File: src/rtl/digit_glyph_pkg.sv
// Shared constants, types and stroke geometry for the digit glyph renderer.
// Seven-segment masks are indexed by BCD code; bit n corresponds to seg_e value n.
package digit_glyph_pkg;

    localparam int GLYPH_W = 8;
    localparam int GLYPH_H = 16;

    typedef logic [5:0] color_t;
    typedef logic [6:0] seg_mask_t;

    typedef enum logic [2:0] {
        SEG_A = 3'd0,
        SEG_B = 3'd1,
        SEG_C = 3'd2,
        SEG_D = 3'd3,
        SEG_E = 3'd4,
        SEG_F = 3'd5,
        SEG_G = 3'd6
    } seg_e;

    // Codes 10-15 carry no strokes and render as background.
    localparam seg_mask_t SEG_MASK [16] = '{
        7'h3F, 7'h06, 7'h5B, 7'h4F,
        7'h66, 7'h6D, 7'h7D, 7'h07,
        7'h7F, 7'h6F, 7'h00, 7'h00,
        7'h00, 7'h00, 7'h00, 7'h00
    };

    // True when cell coordinate (col,row) lies on a lit stroke of mask m.
    function automatic logic seg_lit(
        input seg_mask_t  m,
        input logic [2:0] col,
        input logic [3:0] row
    );
        logic in_cols;
        logic up_rows;
        logic lo_rows;
        in_cols = (col >= 3'd1) && (col <= 3'd6);
        up_rows = (row >= 4'd1) && (row <= 4'd8);
        lo_rows = (row >= 4'd7) && (row <= 4'd14);
        seg_lit = (m[SEG_A] && row == 4'd1 && in_cols)
               || (m[SEG_B] && col == 3'd6 && up_rows)
               || (m[SEG_C] && col == 3'd6 && lo_rows)
               || (m[SEG_D] && row == 4'd14 && in_cols)
               || (m[SEG_E] && col == 3'd1 && lo_rows)
               || (m[SEG_F] && col == 3'd1 && up_rows)
               || (m[SEG_G] && (row == 4'd7 || row == 4'd8) && in_cols);
    endfunction

endpackage

File: src/rtl/digit_glyph_renderer_glyph_rom.sv
// Second pipeline stage: registered lookup of a glyph cell pixel.
// Out-of-box pixels arrive with en_i low and always miss.
module glyph_rom
    import digit_glyph_pkg::*;
(
    input  logic       clk_i,
    input  logic       reset_i,
    input  logic       en_i,
    input  logic [2:0] col_i,
    input  logic [3:0] row_i,
    input  logic [3:0] code_i,
    output logic       hit_o
);

    logic hit_q;
    logic hit_d;

    // Stroke test for the requested code at this cell coordinate.
    always_comb begin
        hit_d = en_i && seg_lit(SEG_MASK[code_i], col_i, row_i);
    end

    // Register the hit bit.
    always_ff @(posedge clk_i or posedge reset_i) begin
        if (reset_i) begin
            hit_q <= 1'b0;
        end else begin
            hit_q <= hit_d;
        end
    end

    assign hit_o = hit_q;

endmodule

File: src/rtl/digit_glyph_renderer.sv
// Raster-position to pixel-color renderer for a row of decimal digits.
// Three stages: cell position/code, glyph hit, output color.
module digit_glyph_renderer
    import digit_glyph_pkg::*;
#(
    parameter int     NUM_DIGITS    = 3,
    parameter int     SCALE_LOG2    = 1,
    parameter int     ORIGIN_X      = 64,
    parameter int     ORIGIN_Y      = 48,
    parameter color_t FG_COLOR      = 6'b000000,
    parameter color_t BG_COLOR      = 6'b111111,
    parameter bit     BLANK_LEADING = 1'b1
) (
    input  logic                    clk,
    input  logic                    reset,
    input  logic [9:0]              hcount,
    input  logic [9:0]              vcount,
    input  logic                    pix_valid,
    input  logic                    frame_start,
    input  logic [4*NUM_DIGITS-1:0] digits_in,
    input  logic                    digits_load,
    output logic [5:0]              data,
    output logic                    data_valid
);

    localparam int DW    = 4 * NUM_DIGITS;
    localparam int CELL_W = GLYPH_W << SCALE_LOG2;
    localparam int BOX_W = NUM_DIGITS * CELL_W;
    localparam int BOX_H = GLYPH_H << SCALE_LOG2;

    logic [DW-1:0] shadow_q, shadow_d;
    logic [DW-1:0] active_q, active_d;

    // Two's complement offsets; bit 10 set means left of / above the box.
    logic [10:0] rel_x;
    logic [10:0] rel_y;
    logic [10:0] idx_full;
    logic        in_box_d;

    logic        zrun;
    logic [3:0]  dig;
    logic [3:0]  code_arr [NUM_DIGITS];
    logic [3:0]  code_d;

    logic [2:0]  col_q;
    logic [3:0]  row_q;
    logic [3:0]  code_q;
    logic        in_box_q;
    logic        hit;
    color_t      data_q, data_d;
    logic [2:0]  vld_q;

    // Shadow takes host writes; active follows shadow once per frame.
    always_comb begin
        shadow_d = digits_load ? digits_in : shadow_q;
        active_d = frame_start ? shadow_q : active_q;
    end

    // Double-buffered digit registers, reset to all-blank codes.
    always_ff @(posedge clk or posedge reset) begin
        if (reset) begin
            shadow_q <= {NUM_DIGITS{4'hF}};
            active_q <= {NUM_DIGITS{4'hF}};
        end else begin
            shadow_q <= shadow_d;
            active_q <= active_d;
        end
    end

    assign rel_x    = 11'({1'b0, hcount}) - 11'(ORIGIN_X);
    assign rel_y    = 11'({1'b0, vcount}) - 11'(ORIGIN_Y);
    assign idx_full = rel_x >> (3 + SCALE_LOG2);
    assign in_box_d = !rel_x[10] && !rel_y[10]
                   && (rel_x < 11'(BOX_W))
                   && (rel_y < 11'(BOX_H));

    // Effective code per digit with leading zeros replaced by blank.
    always_comb begin
        zrun = 1'b1;
        dig  = 4'h0;
        for (int i = 0; i < NUM_DIGITS; i++) begin
            code_arr[i] = 4'hF;
        end
        for (int i = 0; i < NUM_DIGITS; i++) begin
            dig  = active_q[4*(NUM_DIGITS-1-i) +: 4];
            zrun = zrun && (dig == 4'd0);
            if (BLANK_LEADING && zrun && (i != NUM_DIGITS - 1)) begin
                code_arr[i] = 4'hF;
            end else begin
                code_arr[i] = dig;
            end
        end
    end

    // Pick the code of the digit cell under the current column.
    always_comb begin
        code_d = 4'hF;
        for (int i = 0; i < NUM_DIGITS; i++) begin
            if (idx_full == 11'(i)) begin
                code_d = code_arr[i];
            end
        end
    end

    // S1: cell coordinates, digit code and in-box flag.
    always_ff @(posedge clk or posedge reset) begin
        if (reset) begin
            col_q    <= 3'd0;
            row_q    <= 4'd0;
            code_q   <= 4'd0;
            in_box_q <= 1'b0;
        end else begin
            col_q    <= rel_x[SCALE_LOG2 +: 3];
            row_q    <= rel_y[SCALE_LOG2 +: 4];
            code_q   <= code_d;
            in_box_q <= in_box_d;
        end
    end

    // S2: glyph hit bit.
    glyph_rom u_rom (
        .clk_i   (clk),
        .reset_i (reset),
        .en_i    (in_box_q),
        .col_i   (col_q),
        .row_i   (row_q),
        .code_i  (code_q),
        .hit_o   (hit)
    );

    // Color select for the output stage.
    always_comb begin
        data_d = hit ? FG_COLOR : BG_COLOR;
    end

    // S3: output color and the valid delay line.
    always_ff @(posedge clk or posedge reset) begin
        if (reset) begin
            data_q <= BG_COLOR;
            vld_q  <= 3'b000;
        end else begin
            data_q <= data_d;
            vld_q  <= {vld_q[1:0], pix_valid};
        end
    end

    assign data       = data_q;
    assign data_valid = vld_q[2];

endmodule

File: config.mk
export PLATFORM = sky130hd
export DESIGN_NAME = digit_glyph_renderer
export DESIGN_NICKNAME = d
export VERILOG_FILES = /design/src/rtl/digit_glyph_pkg.sv /design/src/rtl/digit_glyph_renderer_glyph_rom.sv /design/src/rtl/digit_glyph_renderer.sv
export SDC_FILE = /design/constraint.sdc
export NUM_CORES = 1
export LEC_CHECK = 0
export BUFFER_PORTS_ARGS = -buffer_cell sky130_fd_sc_hd__buf_2
export CAP_MARGIN = 0
export CORE_ASPECT_RATIO = 0.75
export CORE_MARGIN = 5
export CORE_UTILIZATION = 31
export CTS_BUF_LIST = sky130_fd_sc_hd__clkbuf_8
export CTS_CLUSTER_SIZE = 16
export DETAILED_ROUTE_END_ITERATION = 8
export PLACE_DENSITY_LB_ADDON = 0.2
export SLEW_MARGIN = 15
export SYNTH_ARGS = -nofsm -noshare
export SYNTH_HDL_FRONTEND = slang
export SYNTH_HIERARCHICAL = 1
export SYNTH_SLANG_ARGS = --single-unit
File: constraint.sdc
create_clock -name clk -period 1.8 [get_ports clk]
set_clock_uncertainty 0.15 [all_clocks]
set_input_delay 0.36 -clock clk [delete_from_list [all_inputs] [get_ports clk]]
set_output_delay 0.36 -clock clk [all_outputs]
set_load 0.005 [all_outputs]
==> impl_metrics.env, run 1 <==
export IMPL_status="complete, no violations"
export IMPL_slew_violations=0
export IMPL_synth_area_um2=2040
export IMPL_antenna_found_initial=0
export IMPL_synth_nets=210
export IMPL_htree_levels=2
export IMPL_crit_type="register to register"
export IMPL_fin_cells=294
export IMPL_yosys_warnings=6
export IMPL_rrSetupSlack_ns=0.03
export IMPL_synthArstFlopShare_pct=100
export IMPL_grt_pass1_wl_um=6640
export IMPL_irDropWorstVdd_v=0.000416
export IMPL_grt_total_usage_pct=9.81
export IMPL_grt_pass1_vias=1433
export IMPL_die_x_um=104
export IMPL_grt_max_degree=31
export IMPL_cp_depth=6
export IMPL_holdPathStages=1
export IMPL_clock_root_buffer="clkbuf_8"
export IMPL_grt_setup_unrepaired="true"
export IMPL_syn_to_final_growth_pct=21.0
export IMPL_dp_hpwl_um=2870
export IMPL_max_slew_margin_pct=72.5
export IMPL_diodes=0
export IMPL_post_place_cells=284
export IMPL_drc_errors=0
export IMPL_cp_endpoint="u_rom/hit_o"
export IMPL_post_cts_buffers=0
export IMPL_num_rows=25
export IMPL_path_cells="inv_2, ha_4, and2_4, o31ai_2, a21oi_1, o41a_1"
export IMPL_cp_arrival_ns=1.80
export IMPL_hold_path_class="primary input to register"
export IMPL_power_density_nw_per_um2=799
export IMPL_reg2reg_from="code_q[0]"
export IMPL_hold_violations=0
export IMPL_startpoint_type="register"
export IMPL_drv_cap=0
export IMPL_slowest_delay_ns=0.41
export IMPL_end_kind="register"
export IMPL_cp_startpoint="code_q[0]"
export IMPL_io_buffers=41
export IMPL_clkSlewWorstSetupHoldPaths_ns=0.09
export IMPL_ys_ff_latch=41
export IMPL_cpMaxStageDelayCell="o41a_1"
export IMPL_leakage_nw=1.02
export IMPL_syn_avg_cell_area_um2=12.4
export IMPL_synth_cells=165
export IMPL_antenna_left=0
export IMPL_dieArea_um2=8340
export IMPL_period_minus_slack_ns=1.77
export IMPL_via_per_inst=4.81
export IMPL_cts_sinks=41
export IMPL_r2r_cells=6
export IMPL_initial_core_util_pct=32.2
export IMPL_synth_cell_types=45
export IMPL_ys_dominant_reg_cell="dfstp_2"
export IMPL_avgRoutedWirePerCell_um=13.1
export IMPL_setup_violations=0
export IMPL_clockBufferDepth=2
export IMPL_max_freq_mhz=564
export IMPL_r2r_end="u_rom/hit_o"
export IMPL_drtIter0Drc=43
export IMPL_critPathTopFamily="compound AO/OA/AOI/OAI gates"
export IMPL_die_y_um=80.3
export IMPL_worstPathRequired_ns=1.83
export IMPL_drtPass1Iterations=4
export IMPL_vias=1414
export IMPL_cts_tree="yes"
export IMPL_path_max_fanout=3
export IMPL_grt_overflow_total=0
export IMPL_ys_seq_area_share_pct=51.7
export IMPL_final_nets=257
export IMPL_drive_above_1_share_pct=52.1
export IMPL_worst_path_buf_inv=1
export IMPL_ios=44
export IMPL_totalWireLength_um=3860
export IMPL_synth_edf_count=0
export IMPL_coreArea_um2=6350
export IMPL_utilization_pct=39.0
export IMPL_tightest_slew_ns=0.410
export IMPL_place_congestion=0.777
export IMPL_clk_latency_ns=0.30
export IMPL_cts_made_buffers=5
export IMPL_fin_crit_sh_pct=98.5
[layout by cell type, fill, tap and decap left out, types with 6 or more instances in the layout]
cell type | netlist | layout
nor3_1 | 8 | 8
buf_4 | 5 | 7
dfrtp_1 | 16 | 16
dfstp_2 | 25 | 25
mux2_1 | 6 | 6
buf_2 | 2 | 41
o21ai_1 | 5 | 6
inv_1 | 9 | 7
mux2_2 | 18 | 18
[report_power, final]
part | internal (W) | leakage (nW) | switching (W) | total (W)
Clock | 0.000276 | 0.0489 | 0.000334 | 0.000610
Combinational | 0.000134 | 0.533 | 0.000103 | 0.000236
Sequential | 0.00105 | 0.443 | 0.0000769 | 0.00113
[registers in the layout, summed over array words and instances, names as in the netlist]
name	count
vld_q	3
in_box_q	1
active_q	12
col_q	3
code_q	4
u_rom/hit_o	1
row_q	4
shadow_q	12
data	1
[cells in the mapped netlist, types with 3 or more instances]
cell type  number  area, um2
dfstp_2        25        657
mux2_2         18        203
dfrtp_1        16        400
inv_1           9       33.8
ha_1            8        100
nor3_1          8       40.0
mux2_1          6       67.6
a211oi_1        5       37.5
buf_4           5       37.5
o21ai_1         5       25.0
a21oi_1         4       20.0
o32ai_1         4       35.0
nand2_1         3       11.3
nand3_1         3       15.0
nor2_1          3       11.3
nor2b_1         3       18.8
xor2_1          3       26.3
[what timing repair did]
action	in CTS	in global routing
hold endpoints to repair	11	1
resized for setup	3	4
hold buffers	1	1
setup endpoints to repair	1	1
pin swaps	2	3
[worst register-to-register path, stage by stage (launching register included)]
cell,delay [ns]
dfrtp_1,0.39
inv_2,0.10
ha_4,0.20
and2_4,0.15
o31ai_2,0.16
a21oi_1,0.09
o41a_1,0.41
[cells by family after synthesis]
| kind of cell | Yosys count | synth area share [%] |
|---|---|---|
| AND/OR/NAND/NOR | 39 | 12.1 |
| adder cells (fa/ha/maj) | 8 | 4.90 |
| AO/OA/AOI/OAI | 28 | 10.5 |
| buffers and inverters | 19 | 4.90 |
| flip-flops | 41 | 51.7 |
| XOR/XNOR | 4 | 1.71 |
| multiplexers | 26 | 14.2 |
[routing by layer]
| metal | track usage [%] | part of all wire, % |
|---|---|---|
| met3 | 3.78 | 4.9 |
| met4 | 2.72 | 0.96 |
| met1 | 12.2 | 48 |
| met5 | 0 | 0 |
| met2 | 15.9 | 46 |
[worst min-delay path by stage]
| stage | startpoint | endpoint |
|---|---|---|
| finish | pix_valid | vld_q[0] |
| global route | hcount[2] | col_q[1] |
| floorplan | reset | u_rom/hit_o |
| CTS | hcount[1] | col_q[0] |
| global placement | reset | u_rom/hit_o |
| detailed placement | reset | u_rom/hit_o |
[cell type report]
type	instances	area, um2
Multi-Input combinational cell	105	915
Fill cell	623	3880
Inverter	9	33.8
Sequential cell	41	1060
Timing Repair Buffer	50	278
Clock buffer	5	68.8
Tap cell	81	101
Clock inverter	3	20.0
[per-stage QoR]
step / total power, W / setup TNS [ns] / hold slack [ns] / setup WS, ns / area, um2
2_1_floorplan: 0.00128 / 0 / -0.0613 / 0.0261 / 2040
3_3_place_gp: 0.00138 / -0.0105 / 0.0616 / -0.0105 / 2340
3_5_place_dp: 0.00138 / -0.0133 / 0.0595 / -0.0133 / 2340
4_1_cts: 0.00201 / 0 / 0.00424 / 0.0178 / 2440
5_1_grt: 0.00211 / -0.0470 / 0.00249 / -0.0470 / 2470
6_report: 0.00198 / 0 / 0.0177 / 0.0276 / 2470
(Power assumes the default switching activity.)
==> inputs of run 2 (changes only) <==
==> constraint.sdc (replaced) <==
create_clock -name clk -period 2.23 [get_ports clk]
set_clock_uncertainty 0.15 [all_clocks]
set_input_delay 0.446 -clock clk [delete_from_list [all_inputs] [get_ports clk]]
set_output_delay 0.446 -clock clk [all_outputs]
set_load 0.005 [all_outputs]
==> run 2 against run 1 <==
  * Critical path depth is the same
  * Non-clock buffer count shrank 7
  * Final cell count shrank 2.4%
  * Sequential cell count is the same
  * First-iteration DRC count shrank 4.7%
  * Design area shrank 3.5%
  * Largest cell class unchanged
==> impl_metrics.env, run 2 (synthesis gave the netlist of run 1 again) <==
export IMPL_cp_endpoint="u_rom/hit_o"
export IMPL_die_y_um=80.3
export IMPL_hold_violations=0
export IMPL_r2r_end="u_rom/hit_o"
export IMPL_num_rows=25
export IMPL_max_freq_mhz=519
export IMPL_htree_levels=2
export IMPL_antenna_found_initial=0
export IMPL_cts_tree="yes"
export IMPL_vias=1368
export IMPL_die_x_um=104
export IMPL_r2r_cells=6
export IMPL_drtPass1Iterations=4
export IMPL_max_slew_margin_pct=66.1
export IMPL_crit_type="register to register"
export IMPL_reg2reg_from="code_q[1]"
export IMPL_status="complete, no violations"
export IMPL_tns_ns=0
export IMPL_setup_violations=0
export IMPL_ios=44
export IMPL_irDropWorstVdd_v=0.000274
export IMPL_worstPathRequired_ns=2.25
export IMPL_fin_crit_sh_pct=86.3
export IMPL_intPower_w=0.00117
export IMPL_initial_core_util_pct=32.2
export IMPL_grt_pass1_wl_um=6490
export IMPL_grt_max_degree=41
export IMPL_drc_errors=0
export IMPL_p_sw_share_pct=25.3
export IMPL_cts_resized_gates=0
export IMPL_totalWireLength_um=3770
export IMPL_drtIter0Drc=41
export IMPL_clkSlewWorstSetupHoldPaths_ns=0.07
export IMPL_slew_violations=0
export IMPL_startpoint_type="register"
export IMPL_clk_latency_ns=0.29
export IMPL_period_minus_slack_ns=1.93
export IMPL_post_cts_buffers=0
export IMPL_cts_sinks=41
export IMPL_io_buffers=41
export IMPL_layout_commonest_cell="buf_2"
export IMPL_reg_top3="active_q: 12 flops, shadow_q: 12 flops"
export IMPL_clockBufferDepth=2
export IMPL_grt_setup_unrepaired="false"
export IMPL_pwr_share_comb_pct=11.6
export IMPL_via_per_inst=4.77
export IMPL_end_kind="register"
export IMPL_cp_arrival_ns=1.94
export IMPL_grt_pass1_vias=1366
export IMPL_cp_startpoint="code_q[1]"
export IMPL_final_nets=250
export IMPL_rrSetupSlack_ns=0.30
export IMPL_syn_to_final_growth_pct=16.8
export IMPL_dp_hpwl_um=2760
export IMPL_diodes=0
export IMPL_dieArea_um2=8340
export IMPL_place_congestion=0.776
export IMPL_switchingPower_w=0.000397
export IMPL_drv_cap=0
export IMPL_seq_power_share_pct=58.3
export IMPL_coreArea_um2=6350
export IMPL_hold_path_class="primary input to register"
export IMPL_holdWs_ns=0.112
export IMPL_clock_root_buffer="clkbuf_8"
export IMPL_antenna_left=0
export IMPL_tightest_slew_ns=0.508
export IMPL_drive_above_1_share_pct=48.1
export IMPL_grt_total_usage_pct=9.65
export IMPL_clockPowerShare_pct=30.1
export IMPL_power_density_nw_per_um2=657
export IMPL_path_max_fanout=5
export IMPL_leakage_nw=1.00
export IMPL_cts_made_buffers=5
export IMPL_avgRoutedWirePerCell_um=13.1
export IMPL_grt_overflow_total=0
export IMPL_layout_common_cells="buf_2 (41), dfstp_2 (25), mux2_2 (18), dfrtp_1 (16), inv_1 (10)"
run 2: cell count changes in the layout (fill, tap and decap cells not counted), moves of 2 or more:
cell	delta
ha_1	+3
inv_1	+3
inv_2	-2
buf_4	-6
ha_4	-2
run 2: through the flow:
| step | total power [W] | setup WS (ns) | area [um2] | instances | utilization [%] |
|---|---|---|---|---|---|
| floorplan | 0.00104 | 0.400 | 2040 | 165 | - |
| global placement | 0.00111 | 0.287 | 2290 | 278 | 36.1 |
| detailed placement | 0.00111 | 0.282 | 2290 | 278 | 36.1 |
| CTS | 0.00160 | 0.290 | 2390 | 287 | 37.6 |
| global route | 0.00167 | 0.166 | 2390 | 287 | 37.6 |
| finish | 0.00157 | 0.305 | 2390 | 287 | 37.6 |
run 2: cell type report:
type / instances / area (um2)
inverter: 9 / 33.8
multi-input combinational: 105 / 887
timing repair buffer: 43 / 223
tap: 81 / 101
sequential: 41 / 1060
fill: 644 / 3960
clock buffer: 5 / 68.8
clock inverter: 3 / 16.3
run 2: layer usage:
metal  up-vias  global-route usage (%)  wire [um]
met1       652                    12.0       1770
met5         -                       0          0
li1        679                       -          -
met2        29                    15.3       1710
met4         0                    3.49         48
met3         8                    3.78        243
run 2: how the worst min path moves through the flow:
stage	startpoint	to	slack, ns	cells past startpoint
2_1_floorplan	reset	u_rom/hit_o	0.02	1
3_3_place_gp	reset	u_rom/hit_o	0.14	2
3_5_place_dp	reset	u_rom/hit_o	0.14	2
4_1_cts	hcount[1]	col_q[0]	0.10	1
5_1_grt	hcount[1]	col_q[0]	0.09	1
6_report	pix_valid	vld_q[0]	0.11	1
run 2: what timing repair did:
item,4_1_cts,5_1_grt
hold buffers,1,0
endpoints found under the hold margin,1,0
setup endpoints to repair,0,0
run 2: critical path, cell delays in order (launching register included):
cell,delay (ns)
dfrtp_1,0.42
inv_1,0.10
ha_1,0.28
and2_4,0.16
o31ai_2,0.20
a21oi_1,0.09
o41a_1,0.41
run 2: power by group through the flow:
| stage | logic [W] | clock network [W] | registers [W] |
|---|---|---|---|
| final | 0.000181 | 0.000472 | 0.000914 |
| after global routing | 0.000207 | 0.000537 | 0.000925 |
| after CTS | 0.000185 | 0.000500 | 0.000915 |
| after detailed placement | 0.000183 | 0 | 0.000927 |
| after global placement | 0.000181 | 0 | 0.000925 |
| after floorplan | 0.000141 | 0 | 0.000896 |
==> inputs of run 3 (changes only) <==
--- a/config.mk
+++ b/config.mk
@@ -9,7 +9,7 @@
 export CAP_MARGIN = 0
 export CORE_ASPECT_RATIO = 0.75
 export CORE_MARGIN = 5
-export CORE_UTILIZATION = 31
+export CORE_UTILIZATION = 60
 export CTS_BUF_LIST = sky130_fd_sc_hd__clkbuf_8
 export CTS_CLUSTER_SIZE = 16
 export DETAILED_ROUTE_END_ITERATION = 8
==> run 3 against run 2 <==
  * Largest power group unchanged
  * Critical path depth did not move
  * Sequential power rose by 0.5%
  * Setup slack got worse by 0.060 ns
  * Non-clock buffer count did not move
  * Design area fell by 0.37%
  * Register-to-register slack got worse by 0.06 ns
  * Power rose by 8.0%
==> impl_metrics.env, run 3 (synthesis gave the netlist of run 1 again) <==
export IMPL_avgRoutedWirePerCell_um=15.7
export IMPL_power_density_nw_per_um2=712
export IMPL_period_minus_slack_ns=1.99
export IMPL_r2r_end="u_rom/hit_o"
export IMPL_post_place_ws_ns=0.263
export IMPL_rrSetupSlack_ns=0.24
export IMPL_path_max_fanout=5
export IMPL_reg2reg_from="code_q[1]"
export IMPL_grt_max_degree=33
export IMPL_syn_to_final_growth_pct=16.3
export IMPL_dieArea_um2=4690
export IMPL_r2r_cells=6
export IMPL_post_place_cells=237
export IMPL_utilization_pct=72.3
export IMPL_coreArea_um2=3290
export IMPL_diodes=0
export IMPL_cts_tree="yes"
export IMPL_slew_violations=0
export IMPL_fin_crit_sh_pct=89.0
export IMPL_clkSlewWorstSetupHoldPaths_ns=0.08
export IMPL_tightest_slew_ns=0.419
export IMPL_seq_area_um2=1060
export IMPL_status="complete, no violations"
export IMPL_startpoint_type="register"
export IMPL_multi_input_area_um2=887
export IMPL_worstPathRequired_ns=2.25
export IMPL_io_buffers=41
export IMPL_drv_cap=0
export IMPL_grt_overflow_total=0
export IMPL_cts_hold_fix_buffers=1
export IMPL_max_slew_margin_pct=71.8
export IMPL_initial_core_util_pct=62.2
export IMPL_final_nets=250
export IMPL_cp_endpoint="u_rom/hit_o"
export IMPL_cts_resized_gates=0
export IMPL_fin_cells=246
export IMPL_drc_errors=0
export IMPL_dp_hpwl_um=3050
export IMPL_grt_setup_unrepaired="false"
export IMPL_vias=1446
export IMPL_via_per_inst=5.88
export IMPL_cp_startpoint="code_q[1]"
export IMPL_tns_ns=0
export IMPL_ios=44
export IMPL_reg_top3="active_q: 12 flops, shadow_q: 12 flops"
export IMPL_drive_above_1_share_pct=48.5
export IMPL_die_x_um=77.4
export IMPL_die_y_um=60.6
export IMPL_setup_ws_ns=0.244
export IMPL_grt_total_usage_pct=18.2
export IMPL_cts_sinks=41
export IMPL_grt_pass1_wl_um=6510
export IMPL_clk_latency_ns=0.29
export IMPL_power_w=0.00169
export IMPL_num_rows=18
export IMPL_end_kind="register"
export IMPL_drtPass1Iterations=4
export IMPL_htree_levels=2
export IMPL_clock_root_buffer="clkbuf_8"
export IMPL_antenna_found_initial=0
export IMPL_crit_type="register to register"
export IMPL_post_cts_buffers=0
export IMPL_grt_pass1_vias=1514
export IMPL_irDropWorstVdd_v=0.000529
export IMPL_n_fill_cell=230
export IMPL_drtIter0Drc=62
export IMPL_layout_common_cells="buf_2 (41), dfstp_2 (25), mux2_2 (18), dfrtp_1 (16), inv_1 (9)"
export IMPL_layout_commonest_cell="buf_2"
export IMPL_leakage_nw=1.01
export IMPL_place_congestion=0.953
export IMPL_antenna_left=0
export IMPL_hold_violations=0
export IMPL_clockBufferDepth=2
export IMPL_cts_made_buffers=5
export IMPL_totalWireLength_um=3870
export IMPL_cp_arrival_ns=2.00
export IMPL_setup_violations=0
export IMPL_hold_path_class="primary input to register"
export IMPL_max_freq_mhz=504
-- run 3: critical path, cell delays in order (launching register included) --
cell	delay, ns
dfrtp_1	0.43
inv_1	0.11
ha_1	0.28
and2_4	0.16
o31ai_2	0.21
a21oi_1	0.10
o41a_1	0.43
-- run 3: layout make-up --
type / count / area share, %
Clock buffer: 5 / 2.89
Clock inverter: 3 / 1.95
Inverter: 9 / 1.42
Multi-Input combinational cell: 105 / 37.3
Sequential cell: 41 / 44.5
Tap cell: 40 / 2.10
Timing Repair Buffer: 43 / 9.89
-- run 3: layer usage --
metal | track usage [%] | up-vias | routed length (um)
li1 | - | 680 | -
met1 | 21.6 | 701 | 1670
met2 | 30.8 | 54 | 1850
met3 | 5.64 | 11 | 269
met4 | 8.82 | 0 | 84
met5 | 0 | - | 0
-- run 3: per-stage QoR --
step,hold slack [ns],instance area (um2)
floorplan,0.0247,2040
global placement,0.139,2250
detailed placement,0.147,2250
CTS,0.0977,2380
global route,0.0936,2380
finish,0.102,2380
-- run 3: worst min path at each step --
stage,slack (ns),end,start,cells after the start
after floorplan,0.02,u_rom/hit_o,reset,1
after global placement,0.14,u_rom/hit_o,reset,2
after detailed placement,0.15,u_rom/hit_o,reset,2
after CTS,0.1,vld_q[0],pix_valid,1
after global routing,0.09,vld_q[0],pix_valid,1
final,0.10,vld_q[0],pix_valid,1
-- run 3: power by group --
part	switching [W]	internal, W
clock network	0.000251	0.000335
logic	0.0000836	0.000105
registers	0.0000681	0.000851
total	0.000403	0.00129
